--- src/rtl/uart_pkg.sv ---
// Shared UART definitions: state encoding, default bit timing and frame data width.
// Used by the transmitter and the bit-timing counter.
package uart_pkg;

  localparam int unsigned CLKS_PER_BIT_DEF = 39;
  localparam int unsigned DATA_W           = 8;

  typedef enum logic [2:0] {
    ST_IDLE   = 3'b000,
    ST_START  = 3'b001,
    ST_DATA   = 3'b010,
    ST_STOP   = 3'b011,
    ST_PARITY = 3'b100
  } uart_state_e;

endpackage

--- src/rtl/uart_baud_counter.sv ---
// Bit-period counter: counts 0..CLKS_PER_BIT-1 and flags the last cycle of each bit.
// Held at zero while clear_i is high, so a new bit period starts cleanly.
module uart_baud_counter
  import uart_pkg::*;
#(
  parameter int unsigned CLKS_PER_BIT = CLKS_PER_BIT_DEF
) (
  input  logic clk,
  input  logic rst_n,
  input  logic clear_i,
  output logic bit_end_o
);

  localparam logic [7:0] LAST_CNT = 8'(CLKS_PER_BIT - 1);

  logic [7:0] cnt_q;

  assign bit_end_o = (cnt_q == LAST_CNT);

  always_ff @(posedge clk or negedge rst_n) begin
    if (!rst_n) begin
      cnt_q <= '0;
    end else if (clear_i || bit_end_o) begin
      cnt_q <= '0;
    end else begin
      cnt_q <= cnt_q + 8'd1;
    end
  end

endmodule

--- src/rtl/uart_transmitter.sv ---
// 8N1 UART transmitter, LSB first, idle-high line driven from a register.
// Define UART_TX_PARITY_EN to insert an even-parity bit after data bit 7.
//
// state  | meaning
// IDLE   | line high, waiting for tx_start
// START  | start bit (0)
// DATA   | data bits 0..7
// PARITY | even parity bit (UART_TX_PARITY_EN only)
// STOP   | stop bit (1), done pulse on its last cycle
module uart_transmitter
  import uart_pkg::*;
#(
  parameter int unsigned CLKS_PER_BIT = CLKS_PER_BIT_DEF
) (
  input  logic              clk,
  input  logic              rst_n,
  input  logic              tx_start,
  input  logic [DATA_W-1:0] din,
  output logic              tx,
  output logic              tx_busy,
  output logic              tx_done_tick
);

  uart_state_e       state_q;
  logic [DATA_W-1:0] shift_q;
  logic [2:0]        idx_q;
  logic              tx_q;
  logic              busy_q;
  logic              done_q;
  logic              bit_end;

  // The counter idles at zero so the start bit gets a full period from the accepting edge.
  uart_baud_counter #(.CLKS_PER_BIT(CLKS_PER_BIT)) u_baud (
    .clk       (clk),
    .rst_n     (rst_n),
    .clear_i   (state_q == ST_IDLE),
    .bit_end_o (bit_end)
  );

  always_ff @(posedge clk or negedge rst_n) begin
    if (!rst_n) begin
      state_q <= ST_IDLE;
      shift_q <= '0;
      idx_q   <= '0;
      tx_q    <= 1'b1;
      busy_q  <= 1'b0;
      done_q  <= 1'b0;
    end else begin
      done_q <= 1'b0;
      case (state_q)
        ST_IDLE: begin
          tx_q   <= 1'b1;
          busy_q <= 1'b0;
          idx_q  <= '0;
          if (tx_start) begin
            shift_q <= din;
            state_q <= ST_START;
            tx_q    <= 1'b0;
            busy_q  <= 1'b1;
          end
        end
        ST_START: begin
          if (bit_end) begin
            state_q <= ST_DATA;
            idx_q   <= '0;
            tx_q    <= shift_q[0];
          end
        end
        ST_DATA: begin
          if (bit_end) begin
            if (idx_q == 3'd7) begin
`ifdef UART_TX_PARITY_EN
              state_q <= ST_PARITY;
              tx_q    <= ^shift_q;
`else
              state_q <= ST_STOP;
              tx_q    <= 1'b1;
`endif
            end else begin
              idx_q <= idx_q + 3'd1;
              tx_q  <= shift_q[idx_q + 3'd1];
            end
          end
        end
`ifdef UART_TX_PARITY_EN
        ST_PARITY: begin
          if (bit_end) begin
            state_q <= ST_STOP;
            tx_q    <= 1'b1;
          end
        end
`endif
        ST_STOP: begin
          if (bit_end) begin
            state_q <= ST_IDLE;
            done_q  <= 1'b1;
            busy_q  <= 1'b0;
          end
        end
        default: begin
          state_q <= ST_IDLE;
          tx_q    <= 1'b1;
          busy_q  <= 1'b0;
          idx_q   <= '0;
        end
      endcase
    end
  end

  assign tx           = tx_q;
  assign tx_busy      = busy_q;
  assign tx_done_tick = done_q;

endmodule

--- config.mk ---
export PLATFORM = sky130hd
export DESIGN_NAME = uart_transmitter
export DESIGN_NICKNAME = d
export VERILOG_FILES = /design/src/rtl/uart_pkg.sv /design/src/rtl/uart_baud_counter.sv /design/src/rtl/uart_transmitter.sv
export SDC_FILE = /design/constraint.sdc
export NUM_CORES = 1
export LEC_CHECK = 0
export CORE_ASPECT_RATIO = 1.1
export CORE_MARGIN = 8
export CORE_UTILIZATION = 38
export CTS_CLUSTER_DIAMETER = 80
export DETAILED_ROUTE_END_ITERATION = 6
export DONT_BUFFER_PORTS = 1
export GPL_ROUTABILITY_DRIVEN = 0
export SYNTH_ARGS = -nofsm -noshare
export SYNTH_HDL_FRONTEND = slang
export SYNTH_SLANG_ARGS = --single-unit
--- constraint.sdc ---
create_clock -name clk -period 2.5 [get_ports clk]
set_clock_uncertainty 0.15 [all_clocks]
set_input_delay 0.125 -clock clk [delete_from_list [all_inputs] [get_ports clk]]
set_output_delay 0.125 -clock clk [all_outputs]
set_load 0.03 [all_outputs]
Word-level counts from Yosys, hierarchy flattened

Cells that the tools add are included.

Output and inout bits: 3
Logic and storage cells: 53
Flip-flop bits (word level): 25
Input port bits: 11

Add/sub/neg operators: 2
Equal/unequal tests: 11
Reduce and logical (&&, ||, !) cells: 8
$lt $le $gt $ge: 1
Bitwise operators: 2
Muxes and demuxes: 22

Operators with widths:

| kind                                                                         | number |
|---|---|
| 3-bit two-way mux                                                            | 7 |
| 3-bit one-hot mux with 4 select lines                                        | 1 |
| 1-bit two-way mux                                                            | 9 |
| 3-bit one-hot mux with 3 select lines                                        | 1 |
| 8-bit by 1-bit adder with 8-bit output, second input constant                | 1 |
| 8-bit by 6-bit == test with 1-bit output, second input constant              | 1 |
| 8-bit two-way mux                                                            | 1 |
| 3-bit by 2-bit == test with 1-bit output, second input constant              | 2 |
| 2-bit by 1-bit != test with 1-bit output, second input constant              | 3 |
| 2-bit != test, second input constant                                         | 3 |
| 5-bit AND reduction                                                          | 1 |
| 3-bit by 4-bit less-than comparator with 1-bit output, second input constant | 1 |
| 1-bit one-hot mux with 4 select lines                                        | 1 |
| 2-bit AND reduction                                                          | 2 |
| 4-bit AND reduction                                                          | 1 |
| 3-bit by 1-bit adder with 3-bit output, second input constant                | 1 |
| 1-bit binary-select mux with 3-bit select                                    | 1 |
| 3-bit by 1-bit == test with 1-bit output, second input constant              | 1 |
| 3-bit == test, second input constant                                         | 1 |
| 3-bit zero test                                                              | 1 |
| 1-bit one-hot mux with 3 select lines                                        | 1 |
| 3-bit AND reduction                                                          | 1 |
| 1-bit NOT                                                                    | 2 |
| 2-bit OR reduction                                                           | 1 |
| 1-bit logical OR                                                             | 1 |

Longest topological paths before layout

Word-level depth: 6
Mapped depth: 7
Mapped depth without buffers: 6

Hierarchy

Synthesis repeated with hierarchy kept, for this count alone.

Cells, all modules: 103
Area total of the unflattened synthesis: 1,260.0 um^2

Modules (own cells, without submodules):

| module            | cells each | seq. area each (um^2) | instances | area each (um^2) |
|---|---|---|---|---|
| uart_transmitter  | 62         | 401.6                 | 1         | 839.6 |
| uart_baud_counter | 41         | 200.2                 | 1         | 420.4 |

Least setup slack after synthesis

OpenSTA, ideal clock, no wires.

Path type: reg-to-reg
Start point: register state_q[0]
End point: register state_q[1]
Path slack: 572 ps
Stages on the path, launching flop included: 8
Period minus slack after synthesis: 1,928 ps
Data arrival time: 1,654 ps
Buffers on the path: 1
Cell sequence: dfrtp_1 -> inv_1 -> ha_1 -> clkbuf_1 -> nor3_2 -> a31oi_1 -> a211oi_2 -> mux2_2

Word-level cells in the longest chain between the ends: 3
Elaborated cells on any way between the ends: 11
Classes of those cells: eq/ne (8); mux (1); reduce/logical (2)

RTL lines:

| item                                                                                              | RTL line               | source |
|---|---|---|
| start: declaration                                                                                | uart_transmitter.sv:24 | `uart_state_e state_q;` |
| start signal: assignment                                                                          | uart_transmitter.sv:42 | `state_q <= ST_IDLE;` |
| start signal: assignment                                                                          | uart_transmitter.sv:57 | `state_q <= ST_START;` |
| start signal: assignment                                                                          | uart_transmitter.sv:64 | `state_q <= ST_DATA;` |
| 3-bit by 1-bit == test with 1-bit output, or another cell as far along                            | uart_transmitter.sv:50 | `case (state_q)` |
| 2-bit by 1-bit != test with 1-bit output (no source line) / 2-bit != test (equally long branches) | --                     |  |
| 5-bit AND reduction (no source line)                                                              | --                     |  |

Parallel ways exist; a longest one is shown, timed or not.
A chain may end at the register's enable or synchronous reset.

Final worst setup path

Start point: register idx_q[0]
End point: register tx_q, in the netlist tx

Word-level cells in the longest chain between the ends: 6
Elaborated cells on any way between the ends: 7
Classes of those cells: add/sub (1); eq/ne (1); mux (5)

RTL lines:

| item                                      | RTL line               | source |
|---|---|---|
| start: declaration                        | uart_transmitter.sv:26 | `logic [2:0] idx_q;` |
| start signal: assignment                  | uart_transmitter.sv:80 | `idx_q <= idx_q + 3'd1;` |
| 3-bit by 1-bit adder with 3-bit output    | uart_transmitter.sv:81 | `tx_q <= shift_q[idx_q + 3'd1];` |
| 1-bit binary-select mux with 3-bit select | uart_transmitter.sv:81 |  |
| 1-bit two-way mux (not written as such)   | uart_transmitter.sv:81 |  |
| 1-bit two-way mux *                       | uart_transmitter.sv:71 | `if (idx_q == 3'd7) begin` |
| 1-bit two-way mux *                       | uart_transmitter.sv:70 | `if (bit_end) begin` |
| 1-bit one-hot mux with 4 select lines *   | uart_transmitter.sv:50 |  |
| end signal: assignment                    | uart_transmitter.sv:66 | `tx_q <= shift_q[0];` |
| end signal: assignment                    | uart_transmitter.sv:81 |  |
| end: declaration                          | uart_transmitter.sv:27 | `logic tx_q;` |

Mark *: on every way between the ends. The rest lies on a longest branch, timed or not. The select of a mux whose other input is x is not followed.

==> metrics.txt <==
HPWL after DPL=1588 um; relative slew slack=27.97%; final WL=2117 um; post-CTS sizing=0; Yosys cell types=30; mean post-synth cell area=11.80 um^2; layout cell share with drive strength beyond 1=18.97%; Compound-Gate Fraction of Synth Area=7.400%; CTS tree=done; Setup crit start kind=flip-flop; largest net degree at the start of global routing=25; Synth Flop Type=dfrtp_1; Final setup viols=0; IO Count=14; CORE AREA=3248 um^2; first-pass GRT wire length=3905 um; n_diodes=0; Post-Synth Adder-Cell Area=9.000%; Port Buffers=0; Peak VDD IR=0.2728 mV; Critical R2R Launch=idx_q[0]; PD cells=481.9 nW/um^2; std cell rows=22; Reg2Reg Depth=5; vias in the first global route=866; Post-synth EDFFs=0; mux contribution to synthesized area=14.20%; WS Path Type=reg -> reg; initial antenna violation count=0; Leak=0.6532 nW; Min Hold Slack=0.05824 ns; crit share post-route=81.38%; Synth Instances=106; H-Tree Level Count=1; Clock transition at path regs=0.14 ns; hold crit path type=in -> reg; Worst Setup End Kind=flip-flop; setup TNS=0 ns; CTS max path bufs=2; Period minus WS final=2.034 ns; Placed Cells=139; sequential fraction of the synthesis area=48.10%; final global-route overflow total=0; synthesized cell area=1251 um^2; Post-Layout Cell Count=152; Pins Over Slew Limit=0; DRC Markers=0; largest family of logic cells by synthesized area=simple AND/OR/NAND/NOR gates; worst skew pair latency=0.31 ns; 1st-pass router iterations=4; CP arrival=2.13 ns; FMAX=491.5 MHz; Final nets=137; crit path max fanout=5; R2R Path End=tx; Area Growth Syn to Fin=14.00%; XOR/XNOR Fraction of Synth Area=4.200%; Post-DRT Antenna Nets=0; synthesized net count=126; Initial Util=38.52%; Worst Path Required=2.60 ns; synth warn=0; FFs w/ async S/R, synth=100.0%; clk root buf=clkbuf_4; Iter 0 DRT Violations=30; Slew @ Worst Pin=1.077 ns; fin util=43.91%; top cells by count, synth=dfrtp_1, mux2_2, nor2_1, ha_1, nand3_1; Die ar.=5387 um^2; chip width=70.71 um; cts bufs inserted=3; Setup crit start=idx_q[0]; r2r setup slk=0.47 ns; unrepaired setup endpoints after global routing=false; Worst Setup EP=tx; total track usage=8.692%; Yosys reg bits=24; Synth area leaders=dfrtp_1, ha_1, mux2_2; detailed-route via count=798; max cap viols=0; count leader, synth=dfrtp_1; top cell type's share of synthesized area=46.00%; Simple-Gate Fraction of Synth Area=14.30%; final hold vios=0; clk sinks=24; post-synth top area cell=dfrtp_1; post-DR wirelength/cell=13.93 um; Via density=5.250; chip height=76.18 um; status=completed
==> where the power goes <==
part           internal (W)  switching (W)   total, W
clock network      0.000162       0.000119   0.000281
registers          0.000388              0   0.000388
logic            0.00000940     0.00000876  0.0000182
==> worst min path at each step <==
stage | from | to | slack (ns) | cells past startpoint
2_1_floorplan | rst_n | idx_q[0] | -0.32 | 0
3_3_place_gp | rst_n | u_baud.cnt_q[1] | -0.32 | 0
3_5_place_dp | rst_n | u_baud.cnt_q[1] | -0.32 | 0
4_1_cts | tx_start | state_q[0] | 0.05 | 3
5_1_grt | tx_start | state_q[0] | 0.09 | 3
6_report | tx_start | state_q[0] | 0.06 | 3
==> registers in the layout, indices dropped and copies added, names as in the netlist <==
register and count:
shift_q 8, tx_done_tick 1, idx_q 3, state_q 2, tx 1, tx_busy 1
u_baud.cnt_q 8
==> area by class of cell <==
class                           count  area, um^2
Sequential cell                    24       601.8
Tap cell                           36       45.04
Clock inverter                      1       30.03
Multi-Input combinational cell     73       614.3
Clock buffer                        3       22.52
Timing Repair Buffer                9       90.09
Fill cell                         315        1822
Inverter                            6       22.52
==> layout by cell type, fill, tap and decap left out <==
master         Yosys  routed
dfrtp_1           23      23
nor2_1            10      10
mux2_2            10      10
nand3_1            9       9
ha_1               9       9
dlygate4sd3_1      0       9
inv_1              6       6
nand2_1            6       6
xor2_1             5       5
clkbuf_4           0       3
and3_1             2       2
nor2b_1            2       2
mux2i_1            2       2
a21oi_1            2       2
mux4_2             2       2
and4bb_4           1       1
nor2_2             1       1
nand2b_1           1       1
xnor2_1            1       1
nor3_2             1       1
a31oi_1            1       1
a211oi_2           1       1
o21ai_1            1       1
a41oi_4            1       1
a2111oi_0          1       1
o21ai_0            1       1
a22o_1             1       1
o311ai_0           1       1
or4b_1             1       1
bufinv_16          0       1
dfstp_2            1       1
==> worst max-delay path, cell delays in order (launching register included) <==
cell     delay (ns)
dfrtp_1        0.45
ha_1           0.39
mux4_2         0.51
mux2_2         0.27
o21ai_1        0.11
a21oi_1        0.07
==> repair_timing <==
action,CTS,global route
buffers inserted,0,0
setup endpoints to repair,0,0
hold buffers,9,0
hold endpoints to repair,32,0
==> kinds of logic (layout without fill, tap and decap cells) <==
group / after synthesis / in the layout
flip-flops: 24 / 24
multiplexers: 14 / 14
buffers and inverters: 9 / 19
AND/OR/NAND/NOR: 34 / 34
AO/OA/AOI/OAI: 10 / 10
XOR/XNOR: 6 / 6
adder cells (fa/ha/maj): 9 / 9
==> metrics by stage <==
step / cell area [um^2] / power [W] / worst slack [ns]
final: 1426 / 0.0006874 / 0.4655
after global routing: 1426 / 0.0007079 / 0.3447
after CTS: 1426 / 0.0006939 / 0.4559
after detailed placement: 1284 / 0.0003958 / 0.4788
after global placement: 1284 / 0.0003958 / 0.4717
after floorplan: 1251 / 0.0003958 / 0.5715
==> layer usage <==
layer / vias up / global-route usage (%) / wire [um] / part of all wire [%]
met5: - / 0 / 0 / 0
met4: 0 / 2.500 / 28 / 1.3
met3: 4 / 2.105 / 51 / 2.4
met2: 12 / 14.11 / 1019 / 48
met1: 388 / 11.04 / 1017 / 48
li1: 394 / - / - / -
Note: power is estimated with default switching activity, not from simulation.
